--- src/rtl/e203_exu_fpu_fcmp_pkg.sv ---
// Shared definitions for the FPU compare/select/classify unit.
// Provides the op codes and the FCLASS one-hot bit positions.
package e203_exu_fpu_fcmp_pkg;

    typedef enum logic [2:0] {
        FcmpOpFeq    = 3'd0,
        FcmpOpFlt    = 3'd1,
        FcmpOpFle    = 3'd2,
        FcmpOpFmin   = 3'd3,
        FcmpOpFmax   = 3'd4,
        FcmpOpFclass = 3'd5
    } fcmp_op_e;

    localparam int unsigned FclsW       = 10;
    localparam int unsigned FclsNegInf  = 0;
    localparam int unsigned FclsNegNorm = 1;
    localparam int unsigned FclsNegSub  = 2;
    localparam int unsigned FclsNegZero = 3;
    localparam int unsigned FclsPosZero = 4;
    localparam int unsigned FclsPosSub  = 5;
    localparam int unsigned FclsPosNorm = 6;
    localparam int unsigned FclsPosInf  = 7;
    localparam int unsigned FclsSnan    = 8;
    localparam int unsigned FclsQnan    = 9;

endpackage

--- src/rtl/e203_exu_fpu_fclass.sv ---
// Combinational IEEE-754 operand classifier: one-hot FCLASS vector plus
// NaN / signalling-NaN / zero flags.
module e203_exu_fpu_fclass
    import e203_exu_fpu_fcmp_pkg::*;
#(
    parameter int unsigned EW = 8,
    parameter int unsigned MW = 23
) (
    input  logic [EW+MW:0]    i_opd,
    output logic [FclsW-1:0]  o_cls,
    output logic              o_is_nan,
    output logic              o_is_snan,
    output logic              o_is_zero
);

    logic          w_sign;
    logic [EW-1:0] w_exp;
    logic [MW-1:0] w_man;
    logic          w_exp_ones;
    logic          w_exp_zero;
    logic          w_man_zero;
    logic          w_inf;
    logic          w_nan;
    logic          w_snan;
    logic          w_zero;
    logic          w_sub;
    logic          w_norm;

    assign w_sign     = i_opd[EW+MW];
    assign w_exp      = i_opd[EW+MW-1:MW];
    assign w_man      = i_opd[MW-1:0];
    assign w_exp_ones = &w_exp;
    assign w_exp_zero = ~|w_exp;
    assign w_man_zero = ~|w_man;

    assign w_inf  = w_exp_ones & w_man_zero;
    assign w_nan  = w_exp_ones & ~w_man_zero;
    // Quiet bit is the fraction MSB; clear means signalling.
    assign w_snan = w_nan & ~w_man[MW-1];
    assign w_zero = w_exp_zero & w_man_zero;
    assign w_sub  = w_exp_zero & ~w_man_zero;
    assign w_norm = ~w_exp_ones & ~w_exp_zero;

    always_comb begin
        o_cls              = '0;
        o_cls[FclsNegInf]  = w_sign & w_inf;
        o_cls[FclsNegNorm] = w_sign & w_norm;
        o_cls[FclsNegSub]  = w_sign & w_sub;
        o_cls[FclsNegZero] = w_sign & w_zero;
        o_cls[FclsPosZero] = ~w_sign & w_zero;
        o_cls[FclsPosSub]  = ~w_sign & w_sub;
        o_cls[FclsPosNorm] = ~w_sign & w_norm;
        o_cls[FclsPosInf]  = ~w_sign & w_inf;
        o_cls[FclsSnan]    = w_snan;
        o_cls[FclsQnan]    = w_nan & ~w_snan;
    end

    assign o_is_nan  = w_nan;
    assign o_is_snan = w_snan;
    assign o_is_zero = w_zero;

endmodule

--- src/rtl/e203_exu_fpu_fcmp.sv ---
// Two-stage pipelined FEQ/FLT/FLE/FMIN/FMAX/FCLASS unit with valid/ready
// back-pressure; S1 holds operands and class flags, S2 holds the result.
module e203_exu_fpu_fcmp
    import e203_exu_fpu_fcmp_pkg::*;
#(
    parameter int unsigned EW   = 8,
    parameter int unsigned MW   = 23,
    parameter int unsigned TAGW = 4,
    localparam int unsigned W   = 1 + EW + MW
) (
    input  logic            clk,
    input  logic            rst,
    input  logic            fcmp_i_valid,
    output logic            fcmp_i_ready,
    input  logic [2:0]      fcmp_i_op,
    input  logic [W-1:0]    fcmp_i_rs1,
    input  logic [W-1:0]    fcmp_i_rs2,
    input  logic [TAGW-1:0] fcmp_i_tag,
    output logic            fcmp_o_valid,
    input  logic            fcmp_o_ready,
    output logic [W-1:0]    fcmp_o_wbck_wdat,
    output logic            fcmp_o_nv,
    output logic [TAGW-1:0] fcmp_o_tag
);

    localparam logic [W-1:0] CanonNan = {1'b0, {EW{1'b1}}, 1'b1, {(MW-1){1'b0}}};

    logic [FclsW-1:0] w_cls_a, w_cls_b;
    logic             w_nan_a, w_snan_a, w_zero_a;
    logic             w_nan_b, w_snan_b, w_zero_b;
    logic             w_s1_ld, w_s2_ld, w_accept;

    logic             r_s1_vld;
    logic [2:0]       r_s1_op;
    logic [W-1:0]     r_s1_a, r_s1_b;
    logic [TAGW-1:0]  r_s1_tag;
    logic [FclsW-1:0] r_s1_cls_a;
    logic             r_s1_nan_a, r_s1_snan_a, r_s1_zero_a;
    logic             r_s1_nan_b, r_s1_snan_b, r_s1_zero_b;

    logic             r_s2_vld;
    logic [W-1:0]     r_s2_dat;
    logic             r_s2_nv;
    logic [TAGW-1:0]  r_s2_tag;

    logic [W-1:0]     w_res;
    logic             w_nv;
    logic             unused_cls_b;

    e203_exu_fpu_fclass #(.EW(EW), .MW(MW)) u_fclass_a (
        .i_opd     (fcmp_i_rs1),
        .o_cls     (w_cls_a),
        .o_is_nan  (w_nan_a),
        .o_is_snan (w_snan_a),
        .o_is_zero (w_zero_a)
    );

    e203_exu_fpu_fclass #(.EW(EW), .MW(MW)) u_fclass_b (
        .i_opd     (fcmp_i_rs2),
        .o_cls     (w_cls_b),
        .o_is_nan  (w_nan_b),
        .o_is_snan (w_snan_b),
        .o_is_zero (w_zero_b)
    );

    // rs2 only needs the flags; its one-hot class vector is not consumed.
    assign unused_cls_b = ^w_cls_b;

    assign w_s2_ld      = ~r_s2_vld | fcmp_o_ready;
    assign w_s1_ld      = ~r_s1_vld | w_s2_ld;
    assign fcmp_i_ready = w_s1_ld;
    assign w_accept     = fcmp_i_valid & w_s1_ld;

    always_ff @(posedge clk) begin
        if (rst) begin
            r_s1_vld    <= 1'b0;
            r_s1_op     <= '0;
            r_s1_a      <= '0;
            r_s1_b      <= '0;
            r_s1_tag    <= '0;
            r_s1_cls_a  <= '0;
            r_s1_nan_a  <= 1'b0;
            r_s1_snan_a <= 1'b0;
            r_s1_zero_a <= 1'b0;
            r_s1_nan_b  <= 1'b0;
            r_s1_snan_b <= 1'b0;
            r_s1_zero_b <= 1'b0;
        end else begin
            if (w_s1_ld) begin
                r_s1_vld <= fcmp_i_valid;
            end
            if (w_accept) begin
                r_s1_op     <= fcmp_i_op;
                r_s1_a      <= fcmp_i_rs1;
                r_s1_b      <= fcmp_i_rs2;
                r_s1_tag    <= fcmp_i_tag;
                r_s1_cls_a  <= w_cls_a;
                r_s1_nan_a  <= w_nan_a;
                r_s1_snan_a <= w_snan_a;
                r_s1_zero_a <= w_zero_a;
                r_s1_nan_b  <= w_nan_b;
                r_s1_snan_b <= w_snan_b;
                r_s1_zero_b <= w_zero_b;
            end
        end
    end

    logic w_sa, w_sb, w_any_nan, w_any_snan, w_both_zero;
    logic w_mag_lt, w_mag_gt, w_lt, w_eq, w_a_is_min;

    assign w_sa        = r_s1_a[W-1];
    assign w_sb        = r_s1_b[W-1];
    assign w_any_nan   = r_s1_nan_a | r_s1_nan_b;
    assign w_any_snan  = r_s1_snan_a | r_s1_snan_b;
    assign w_both_zero = r_s1_zero_a & r_s1_zero_b;
    assign w_mag_lt    = r_s1_a[W-2:0] < r_s1_b[W-2:0];
    assign w_mag_gt    = r_s1_a[W-2:0] > r_s1_b[W-2:0];
    assign w_eq        = (r_s1_a == r_s1_b) | w_both_zero;

    always_comb begin
        w_lt = 1'b0;
        if (w_both_zero) begin
            w_lt = 1'b0;
        end else if (w_sa != w_sb) begin
            w_lt = w_sa;
        end else if (w_sa) begin
            w_lt = w_mag_gt;
        end else begin
            w_lt = w_mag_lt;
        end
    end

    // Min/max order -0 below +0, unlike the comparisons.
    assign w_a_is_min = w_both_zero ? (w_sa & ~w_sb) : w_lt;

    always_comb begin
        w_res = '0;
        w_nv  = 1'b0;
        case (r_s1_op)
            FcmpOpFeq: begin
                w_res[0] = ~w_any_nan & w_eq;
                w_nv     = w_any_snan;
            end
            FcmpOpFlt: begin
                w_res[0] = ~w_any_nan & w_lt;
                w_nv     = w_any_nan;
            end
            FcmpOpFle: begin
                w_res[0] = ~w_any_nan & (w_lt | w_eq);
                w_nv     = w_any_nan;
            end
            FcmpOpFmin, FcmpOpFmax: begin
                w_nv = w_any_snan;
                if (r_s1_nan_a & r_s1_nan_b) begin
                    w_res = CanonNan;
                end else if (r_s1_nan_a) begin
                    w_res = r_s1_b;
                end else if (r_s1_nan_b) begin
                    w_res = r_s1_a;
                end else if (r_s1_op == FcmpOpFmin) begin
                    w_res = w_a_is_min ? r_s1_a : r_s1_b;
                end else begin
                    w_res = w_a_is_min ? r_s1_b : r_s1_a;
                end
            end
            FcmpOpFclass: begin
                w_res[FclsW-1:0] = r_s1_cls_a;
            end
            default: begin
                w_res = '0;
                w_nv  = 1'b0;
            end
        endcase
    end

    always_ff @(posedge clk) begin
        if (rst) begin
            r_s2_vld <= 1'b0;
            r_s2_dat <= '0;
            r_s2_nv  <= 1'b0;
            r_s2_tag <= '0;
        end else if (w_s2_ld) begin
            r_s2_vld <= r_s1_vld;
            if (r_s1_vld) begin
                r_s2_dat <= w_res;
                r_s2_nv  <= w_nv;
                r_s2_tag <= r_s1_tag;
            end
        end
    end

    assign fcmp_o_valid     = r_s2_vld;
    assign fcmp_o_wbck_wdat = r_s2_dat;
    assign fcmp_o_nv        = r_s2_nv;
    assign fcmp_o_tag       = r_s2_tag;

endmodule

--- config.mk ---
export PLATFORM = sky130hd
export DESIGN_NAME = e203_exu_fpu_fcmp
export DESIGN_NICKNAME = d
export VERILOG_FILES = /design/src/rtl/e203_exu_fpu_fcmp_pkg.sv /design/src/rtl/e203_exu_fpu_fclass.sv /design/src/rtl/e203_exu_fpu_fcmp.sv
export SDC_FILE = /design/constraint.sdc
export NUM_CORES = 1
export LEC_CHECK = 0
export ABC_CLOCK_PERIOD_IN_PS = 3500
export CORE_MARGIN = 3
export CORE_UTILIZATION = 23
export CTS_BUF_LIST = sky130_fd_sc_hd__clkbuf_4 sky130_fd_sc_hd__clkbuf_8
export DETAILED_ROUTE_END_ITERATION = 7
export PLACE_DENSITY_LB_ADDON = 0.05
export SLEW_MARGIN = 25
export SYNTH_ARGS = -nofsm -noshare
export SYNTH_HDL_FRONTEND = slang
export SYNTH_SLANG_ARGS = --single-unit
--- constraint.sdc ---
create_clock -name clk -period 3.5 [get_ports clk]
set_input_delay 0.7 -clock clk [delete_from_list [all_inputs] [get_ports clk]]
set_output_delay 0.7 -clock clk [all_outputs]
set_load 0.01 [all_outputs]
# Yosys cells after proc, flatten, opt, wreduce, memory -nomap -nowiden
# Cells that the tools add are included.
# totals
regBits	126
wordCells	94
in_bits	75
output_inout_bits	39
# classes
eq_ne	7
n_reduce_logical	15
mux	14
n_lt_le_gt_ge	2
n_bitwise	40
# op_table
operator	n
two-way mux 32 bit	6
OR reduction 23 bit	2
== test 32 bit	1
> comparator 31 bit	1
< comparator 31 bit	1
AND 1 bit	25
two-way mux 22 bit	1
case mux 9 bit (2 select lines)	1
AND reduction 8 bit	2
OR reduction 8 bit	2
inverter 1 bit	9
== test 3 x 2 -> 1 bit (second input constant)	2
== test 3 bit (second input constant)	2
OR 1 bit	6
case mux 1 bit (5 select lines)	1
logical NOT 1 bit	4
two-way mux 1 bit	4
OR reduction 2 bit	2
== test 3 x 1 -> 1 bit (second input constant)	1
logical NOT 3 bit	1
OR reduction 3 bit	1
case mux 1 bit (2 select lines)	1
AND reduction 2 bit	1
inequality test 1 bit	1

# Logic depth before layout (Yosys ltp)
# Gate-level depths: netlist of run 1.
# depth
depth_word	11
ltp_mapped	12
depth_no_buf	10

# Cells and area by module
# Synthesis of run 1 repeated with hierarchy kept, for this count alone.
# hier_totals
hier_cells	847
area_unflattened_um2	6542.5
# modules_own_cells
module	instances	cells_per_inst	area_per_inst_um2
e203_exu_fpu_fcmp	1	781	6039.5
e203_exu_fpu_fclass	2	33	251.5

# Worst setup path after synthesis of run 1
# OpenSTA, ideal clock, no wires.
# synth_timing
path_kind	reg-to-reg
startpoint	reg r_s1_b[29]
endpoint	reg r_s2_dat[1] (netlist: fcmp_o_wbck_wdat[1])
synth_period_minus_slack_ps	2786
path_slack_ps	714
arrival_time_ps	2708
setup_time_ps	79
stages_incl_launch_ff	13
path_cell_list	dfxtp_1 inv_1 ha_1 a21oi_1 a21boi_1 a2111oi_4 and3_4 a31oi_4 and3_1 clkbuf_2 or4_4 buf_6 o221ai_2
# synth_via
elab_chain_len	11
word_cells_on_any_way	13
# synth_rtl
element	line_no	text
start, declared	e203_exu_fpu_fcmp.sv:35	logic [W-1:0] r_s1_a, r_s1_b;
start signal, assigned	e203_exu_fpu_fcmp.sv:95	r_s1_b <= fcmp_i_rs2;
< comparator 31 bit or > comparator 31 bit (tied branches)	e203_exu_fpu_fcmp.sv:116, e203_exu_fpu_fcmp.sv:117	
two-way mux 1 bit *	e203_exu_fpu_fcmp.sv:126	end else if (w_sa) begin
two-way mux 1 bit *	e203_exu_fpu_fcmp.sv:124	end else if (w_sa != w_sb) begin
two-way mux 1 bit *	e203_exu_fpu_fcmp.sv:122	if (w_both_zero) begin
two-way mux 1 bit *	e203_exu_fpu_fcmp.sv:134	assign w_a_is_min = w_both_zero ? (w_sa & ~w_sb) : w_lt;
two-way mux 32 bit (on tied branches)	e203_exu_fpu_fcmp.sv:163, e203_exu_fpu_fcmp.sv:161	
two-way mux 32 bit *	e203_exu_fpu_fcmp.sv:160	end else if (r_s1_op == FcmpOpFmin) begin
two-way mux 32 bit *	e203_exu_fpu_fcmp.sv:158	end else if (r_s1_nan_b) begin
two-way mux 32 bit *	e203_exu_fpu_fcmp.sv:156	end else if (r_s1_nan_a) begin
two-way mux 32 bit *	e203_exu_fpu_fcmp.sv:154	if (r_s1_nan_a & r_s1_nan_b) begin
case mux 9 bit (2 select lines) *	e203_exu_fpu_fcmp.sv:139	case (r_s1_op)
end signal, assigned	e203_exu_fpu_fcmp.sv:185	r_s2_dat <= w_res;
end, declared	e203_exu_fpu_fcmp.sv:42	logic [W-1:0] r_s2_dat;
# Every way passes the cells marked *; elsewhere a longest branch is shown, timed or not.
# A chain may end at the register's enable or synchronous reset.

# Worst setup path in the final report of run 1
# layout_timing
startpoint	reg r_s1_b[26]
endpoint	reg r_s2_dat[2] (netlist: fcmp_o_wbck_wdat[2])
# Same word-level chain as after synthesis.

==> results.toml, run 1 <==
[drt]
drcViolationCount = 0
drt-total-wl_um = 22400
wl_met1_um = 11300
dr_wl_met3_um = 860
drt_iter0_drc = 351
vias = 6031
drtAntennaViolNets = 0
wl_met2_um = 9970
routed.top_layer = "met4"
post_drt_via_cell_ratio = 4.85
wl_per_cell_um = 18.0
first_pass_iters = 5

[synthesis]
ys_ff_latch = 125
yosys_warnings = 0
syn_nets = 902
synth_largest_area_cell = "dfxtp_1"
yosysMostFrequentCell = "nand2_1"
synth_cells = 793
ys_seq_area_frac = 0.402
ys_types = 59
netlist_top_cells_count = "204 x nand2_1, 125 x dfxtp_1, 115 x a21oi_1"
synth_area_leaders = "dfxtp_1 40%, nand2_1 12%, a21oi_1 9.3%"
netlist_area_um2 = 6220
syn_area_per_cell_um2 = 7.84
synthArstFlopShare = 0
synth-edff-count = 0
synth_top_area_share = 0.402
synthFlopType = "dfxtp_1"

[die]
rows = 59
core_region_area_um2 = 26400
die_y_um = 170
io_pins = 114
die_area_um2 = 29100
die_w_um = 170
start_util = 0.236

[setup_path]
cp.required_ns = 3.87
critPathLaunchType = "flip-flop"
end_kind = "flip-flop"
max_stage_delay_ns = 0.65
cp_top_family = "simple AND/OR/NAND/NOR gates"
arrival_ns = 3.60
critPathBufInv = 2
path_cells = "inv_1 -> ha_1 -> nand4_1 -> nor4_2 -> nor2b_1 -> o21a_1 -> o21ai_2 -> and3_1 -> buf_4 -> or4_4 -> o221ai_2"
crit_start = "r_s1_b[26]"
slowest_stage = "or4_4"
rr_startpoint = "r_s1_b[26]"
criticalPathCategory = "reg -> reg"
cp_max_fo = 14

[timing]
final-setup-viol-count = 0
period_share = 0.921
slew_headroom = 0.403
rsz0062_at_grt = "false"
drv_slew = 0
period_needed_ns = 3.22
finalHoldViolations = 0
fin_skew_ns = 0.0188
clock.fmax_mhz = 310
tightest_slew_ns = 0.892
tns_ns = 0

[global_route]
grt_max_degree = 61
grt_pass1_vias = 6037
grt_use_total = 0.155
antenna_found_initial = 0
gr-total-overflow = 0
grt_pass1_wl_um = 35000

[cts]
cts_hold_buf = 0
cts_resized = 0
cts_inserted_buffers = 17
cts_max_level = 4
clock_latency_ns = 0.45
cts_setup_buffers = 0
cts_tree = "done"
clk_path_buf_depth = 2
cts_sinks = 125
clk_pin_slew_worst_paths_ns = 0.08
root_buffer = "clkbuf_8"

[outcome]
outcome = "finished clean"

[run]
drv_cap = 0

[layout]
final_nets = 1006
nFillCells = 2824
fin_cells = 1244
area_growth_pct = 31.5
drive_gt1_frac = 0.0880
n_antenna_cell = 0

[pwr]
p_leak_nw = 2.94
vdd_ir_drop_max_v = 0.000191
powerDensity_nw_per_um2 = 417

[placed_design]
dpl.hpwl_um = 16400
place.port_buffers = 113
place_inst = 1213
place_congestion = 0.803

[worst_hold_path]
min-delay-path-class = "reg -> reg"
min_from = "r_s1_cls_a[0]"
[registers in the layout, summed over array words and instances, names as in the netlist]
signal	cells
r_s1_op	3
fcmp_o_tag	4
r_s1_vld	1
r_s1_nan_a	1
fcmp_o_valid	1
r_s1_zero_b	1
fcmp_o_wbck_wdat	32
r_s1_tag	4
r_s1_zero_a	1
r_s1_cls_a	10
fcmp_o_nv	1
r_s1_nan_b	1
r_s1_snan_b	1
r_s1_a	32
r_s1_b	32
[metrics by stage]
stage	setup WS, ns	hold slack [ns]	power, mW	area [um2]	util
2_1_floorplan	0.714	0.432	1.85	6220	-
4_1_cts	0.237	0.462	3.48	8180	0.310
5_1_grt	0.0762	0.475	3.60	8180	0.310
3_5_place_dp	0.260	0.451	2.11	7770	0.295
6_report	0.275	0.459	3.42	8180	0.310
3_3_place_gp	0.310	0.446	2.10	7770	0.295
[path summary, 6_finish.rpt]
check | end | slack [ns] | depth (start not counted)
hold / removal | r_s1_cls_a[0] | 0.46 | 2
setup reg to reg | fcmp_o_wbck_wdat[2] | 0.28 | 11
hold reg to reg | r_s1_cls_a[0] | 0.46 | 2
setup / recovery | fcmp_o_wbck_wdat[2] | 0.28 | 11
[cell type report]
| cell class | instances | area [um2] | area share |
|---|---|---|---|
| multi-input cells | 571 | 3360 | 0.411 |
| flip-flops and latches | 125 | 2500 | 0.306 |
| repair buffers | 134 | 1310 | 0.160 |
| well taps | 335 | 419 | 0.0512 |
| clock buffers | 20 | 263 | 0.0321 |
| inverters | 48 | 180 | 0.0220 |
| clock inverters | 11 | 144 | 0.0176 |
[cell families (layout without fill, tap and decap cells)]
kind of cell	count (synthesis)	count (layout)	synth area share
mux	1	1	0.00181
flops	125	125	0.402
buf+inv	97	213	0.0608
fa+ha+maj	34	34	0.0684
compound gates	205	205	0.227
simple gates	331	331	0.239
[cells in the final DEF, fill, tap and decap left out, types with 4 or more instances in the layout]
cell,Yosys,final
and2_1,13,13
a41o_1,9,9
a311o_1,13,13
a21oi_1,115,113
o221ai_2,9,9
nand4_1,14,14
clkbuf_8,0,18
nand2_1,204,203
buf_4,0,20
nor2_1,36,36
nor4_1,28,28
o21ai_0,7,7
nor3_1,6,5
a31oi_1,10,10
clkinvlp_4,0,4
ha_1,34,34
dfxtp_1,125,125
nand3_1,9,9
inv_1,48,48
clkdlybuf4s50_1,0,112
a22oi_1,15,15
[power by group]
| group | total (mW) | leakage [nW] | internal (mW) | switching, mW |
|---|---|---|---|---|
| registers | 1.53 | 1.02 | 1.48 | 0.0510 |
| clock network | 1.35 | 0.197 | 0.731 | 0.614 |
| logic | 0.543 | 1.72 | 0.236 | 0.307 |
| total | 3.42 | 2.94 | 2.44 | 0.972 |
[layer usage]
metal  up-vias  global-route usage
li1       2994                   -
met1      2876               0.222
met2       147               0.240
met3        14              0.0297
met4         0              0.0374
met5         -                   0
[worst register-to-register path, cell delays in order, from the launching register on]
cell,delay [ns]
dfxtp_1,0.38
inv_1,0.06
ha_1,0.31
nand4_1,0.24
nor4_2,0.46
nor2b_1,0.19
o21a_1,0.20
o21ai_2,0.11
and3_1,0.16
buf_4,0.19
or4_4,0.65
o221ai_2,0.20
(Power assumes the default switching activity.)
==> run 2, diff against run 1 <==
Settings changed: CORE_UTILIZATION 23 to 54.
==> run 2 against run 1 <==
Setup slack got worse by 0.19 ns. Largest cell class unchanged. Sequential power is essentially flat. Worst hold slack worse by 0.0038 ns. Clock-buffer cell count increased by 5. Power shrank 4.1%. Via count rose by 3.0%. Flip-flop and latch count is the same. Highest routed layer unchanged.
==> results.toml, run 2 (synthesis gave the netlist of run 1 again) <==
[global_route]
grt_max_degree = 83
grt_use_total = 0.291
gr-total-overflow = 0
grt_pass1_vias = 6003
antenna_found_initial = 0
grt_pass1_wl_um = 29700

[drt]
drt-total-wl_um = 18500
drtAntennaViolNets = 0
first_pass_iters = 6
vias = 6214
wl_per_cell_um = 17.7
drcViolationCount = 0
drt_iter0_drc = 572
post_drt_via_cell_ratio = 5.96

[layout]
final_nets = 999
utilization = 0.712
n_antenna_cell = 0
area_growth_pct = 26.3
mostFrequentLayoutCells = "203 x nand2_1, 125 x dfxtp_1, 114 x a21oi_1"
drive_gt1_frac = 0.0797
final_common_cell = "nand2_1"
nFillCells = 932
stdcell_area_um2 = 7860

[setup_path]
end_kind = "flip-flop"
slowest_stage = "nor4_1"
max_stage_delay_ns = 0.49
criticalPathCategory = "reg -> reg"
cp_max_fo = 13
path_cells = "inv_1 -> ha_1 -> nand4_1 -> nor4_1 -> and3b_1 -> a31oi_2 -> o21ai_2 -> a211o_1 -> nand3_1 -> buf_4 -> a311o_1"
arrival_ns = 3.73
critPathLaunchType = "flip-flop"
cp.required_ns = 3.82

[pwr]
powerDensity_nw_per_um2 = 417
p_leak_nw = 2.92
vdd_ir_drop_max_v = 0.000351
total_power_mw = 3.28

[timing]
clock.fmax_mhz = 293
fin_skew_ns = 0.00911
period_share = 0.975
tightest_slew_ns = 0.940
period_needed_ns = 3.41
drv_slew = 0
final-setup-viol-count = 0
finalHoldViolations = 0
rsz0062_at_grt = "false"
slew_headroom = 0.371
tns_ns = 0

[placed_design]
place_congestion = 0.923
place_area_um2 = 7470
place.port_buffers = 113
dpl.hpwl_um = 13100

[die]
start_util = 0.564
rows = 38
die_y_um = 113
core_region_area_um2 = 11000
die_w_um = 113
io_pins = 114
die_area_um2 = 12800

[outcome]
outcome = "finished clean"

[cts]
clk_pin_slew_worst_paths_ns = 0.07
cts_hold_buf = 0
clk_path_buf_depth = 2
cts_resized = 0
cts_inserted_buffers = 17
cts_sinks = 125
cts_tree = "done"
root_buffer = "clkbuf_8"
cts_setup_buffers = 0
clock_latency_ns = 0.45
cts_max_level = 4

[run]
drv_cap = 0

[worst_hold_path]
min-delay-path-class = "reg -> reg"
[run 2: layout make-up]
type / count / area [um2] / area share
tap: 140 / 175 / 0.0223
timing repair buffer: 127 / 1260 / 0.160
clock buffer: 25 / 325 / 0.0414
multi-input combinational: 571 / 3350 / 0.427
sequential: 125 / 2500 / 0.319
inverter: 48 / 180 / 0.0229
clock inverter: 7 / 60.1 / 0.00765
[run 2: worst max-delay path: cells and delay by family, from the launching register on]
family	cells	cell delay, ns
buffers and inverters	2	0.29
AND/OR/NAND/NOR	4	1.12
adder cells (fa/ha/maj)	1	0.31
flip-flops	1	0.39
AO/OA/AOI/OAI	4	1.18
[run 2: worst paths after layout]
check / start / endpoint / slack (ns) / cells past startpoint
worst max-delay path: r_s1_b[12] / fcmp_o_wbck_wdat[20] / 0.09 / 11
worst min-delay path: r_s1_tag[1] / fcmp_o_tag[1] / 0.46 / 2
worst max register to register: r_s1_b[12] / fcmp_o_wbck_wdat[20] / 0.09 / 11
worst min register to register: r_s1_tag[1] / fcmp_o_tag[1] / 0.46 / 2
[run 2: metrics by stage]
step           setup WS [ns]  hold WS, ns  instances
2_1_floorplan          0.714        0.432        793
3_3_place_gp           0.305        0.438       1011
3_5_place_dp           0.205        0.447       1011
4_1_cts                0.176        0.457       1043
5_1_grt              0.00194        0.480       1043
6_report              0.0886        0.455       1043
[run 2: where the power goes]
group	internal, mW	switching (mW)	leakage [nW]
sequential	1.48	0.0487	1.02
combinational	0.231	0.299	1.69
clock	0.672	0.548	0.210
total	2.38	0.896	2.92
[run 2: metal layers]
layer / part of all wire / up-vias / track usage
li1: - / 2984 / -
met1: 0.42 / 2918 / 0.369
met2: 0.48 / 271 / 0.479
met3: 0.077 / 41 / 0.0749
met4: 0.021 / 0 / 0.107
met5: 0 / - / 0
==> run 3, diff against run 2 <==
--- a/config.mk
+++ b/config.mk
@@ -7,5 +7,4 @@
 export LEC_CHECK = 0
-export ABC_CLOCK_PERIOD_IN_PS = 3500
 export CORE_MARGIN = 3
-export CORE_UTILIZATION = 54
+export CORE_UTILIZATION = 35
 export CTS_BUF_LIST = sky130_fd_sc_hd__clkbuf_4 sky130_fd_sc_hd__clkbuf_8
==> constraint.sdc (replaced) <==
create_clock -name clk -period 3.5 [get_ports clk]
set_input_delay 0.525 -clock clk [delete_from_list [all_inputs] [get_ports clk]]
set_output_delay 0.525 -clock clk [all_outputs]
set_load 0.01 [all_outputs]
==> run 3 against run 2 <==
Clock skew up 0.0029 ns. Critical path type unchanged. Global-route usage shrank 8.7 points. Register-to-register slack improved by 0.14 ns. Non-clock buffer count up 3. Highest routed layer unchanged.
==> results.toml, run 3 (synthesis gave the netlist of run 1 again) <==
[drt]
first_pass_iters = 4
drt_iter0_drc = 353
wl_per_cell_um = 17.6
drcViolationCount = 0
post_drt_via_cell_ratio = 5.31
vias = 6008
drt-total-wl_um = 19900
drtAntennaViolNets = 0

[timing]
final-setup-viol-count = 0
slew_headroom = 0.418
tightest_slew_ns = 0.874
fin_ws_ns = 0.233
period_needed_ns = 3.27
finalHoldViolations = 0
drv_slew = 0
whs_ns = 0.456
tns_ns = 0
clock.fmax_mhz = 306
period_share = 0.934
rsz0062_at_grt = "false"
fin_skew_ns = 0.0120

[pwr]
powerDensity_nw_per_um2 = 434
vdd_ir_drop_max_v = 0.000298
total_power_mw = 3.49
p_leak_nw = 2.93

[cts]
cts_resized = 0
cts_inserted_buffers = 17
cts_tree = "done"
root_buffer = "clkbuf_8"
cts_sinks = 125
clk_path_buf_depth = 2
clk_pin_slew_worst_paths_ns = 0.08
cts_max_level = 4
cts_setup_buffers = 0
cts_hold_buf = 0
clock_latency_ns = 0.45

[setup_path]
slowest_stage = "and3_1"
cp_max_fo = 14
cp.required_ns = 3.81
arrival_ns = 3.58
max_stage_delay_ns = 0.62
path_cells = "inv_1 -> ha_1 -> nand4_1 -> nor4_2 -> and3b_1 -> a31oi_2 -> o21ai_2 -> and3_1 -> or4_4 -> o221ai_2"
critPathBufInv = 1
criticalPathCategory = "reg -> reg"
cp_top_family = "simple AND/OR/NAND/NOR gates"
critPathLaunchType = "flip-flop"
end_kind = "flip-flop"

[placed_design]
place_congestion = 0.853
place_inst = 1099
place_area_um2 = 7590
post-place-ws_ns = 0.208
place.port_buffers = 113
dpl.hpwl_um = 14200

[layout]
n_antenna_cell = 0
drive_gt1_frac = 0.0839
final_common_cell = "nand2_1"
utilization = 0.463
stdcell_area_um2 = 8040
fin_cells = 1131
final_nets = 1002
mostFrequentLayoutCells = "203 x nand2_1, 125 x dfxtp_1, 113 x a21oi_1"
area_growth_pct = 29.3

[die]
die_area_um2 = 19400
core_region_area_um2 = 17400
start_util = 0.358
die_w_um = 139
io_pins = 114
rows = 48
die_y_um = 139

[run]
drv_cap = 0

[global_route]
grt_pass1_vias = 5947
antenna_found_initial = 0
grt_pass1_wl_um = 32000
gr-total-overflow = 0
grt_max_degree = 78
grt_use_total = 0.204

[worst_hold_path]
min-delay-path-class = "reg -> reg"

[outcome]
outcome = "finished clean"
[run 3: cell count changes in the layout (fill, tap and decap cells not counted), sizes merged]
| cell | before | now |
|---|---|---|
| buf | 15 | 18 |
| clkbuf | 25 | 19 |
| clkinvlp | 0 | 4 |
| clkinv | 6 | 5 |
| bufinv | 1 | 4 |
[run 3: tightest hold or removal path, cell delays in order, from the launching register on]
cell     delay, ns
dfxtp_1       0.31
nand2_1       0.05
a21oi_1       0.05
[run 3: path summary, 6_finish.rpt]
| path | start | slack [ns] | to | cells past startpoint |
|---|---|---|---|---|
| max | r_s1_b[26] | 0.23 | fcmp_o_wbck_wdat[8] | 10 |
| min | r_s1_cls_a[0] | 0.46 | r_s1_cls_a[0] | 2 |
| max reg2reg | r_s1_b[26] | 0.23 | fcmp_o_wbck_wdat[8] | 10 |
| min reg2reg | r_s1_cls_a[0] | 0.46 | r_s1_cls_a[0] | 2 |
[run 3: report_power, final]
group / internal [mW] / switching [mW]
combinational: 0.233 / 0.303
sequential: 1.48 / 0.0480
clock: 0.816 / 0.613
total: 2.52 / 0.964
[run 3: final cells by class]
type	instances	area, um2
clock buffer	19	262
clock inverter	13	190
fill	1743	9320
inverter	48	180
multi-input combinational	571	3360
sequential	125	2500
tap	225	282
timing repair buffer	130	1270
[run 3: routing by layer]
metal  track usage  up-vias  routed length, um
li1              -     2986                  -
met1         0.286     2839               9630
met2         0.318      161               9100
met3        0.0412       22                896
met4        0.0639        0                299
met5             0        -                  0
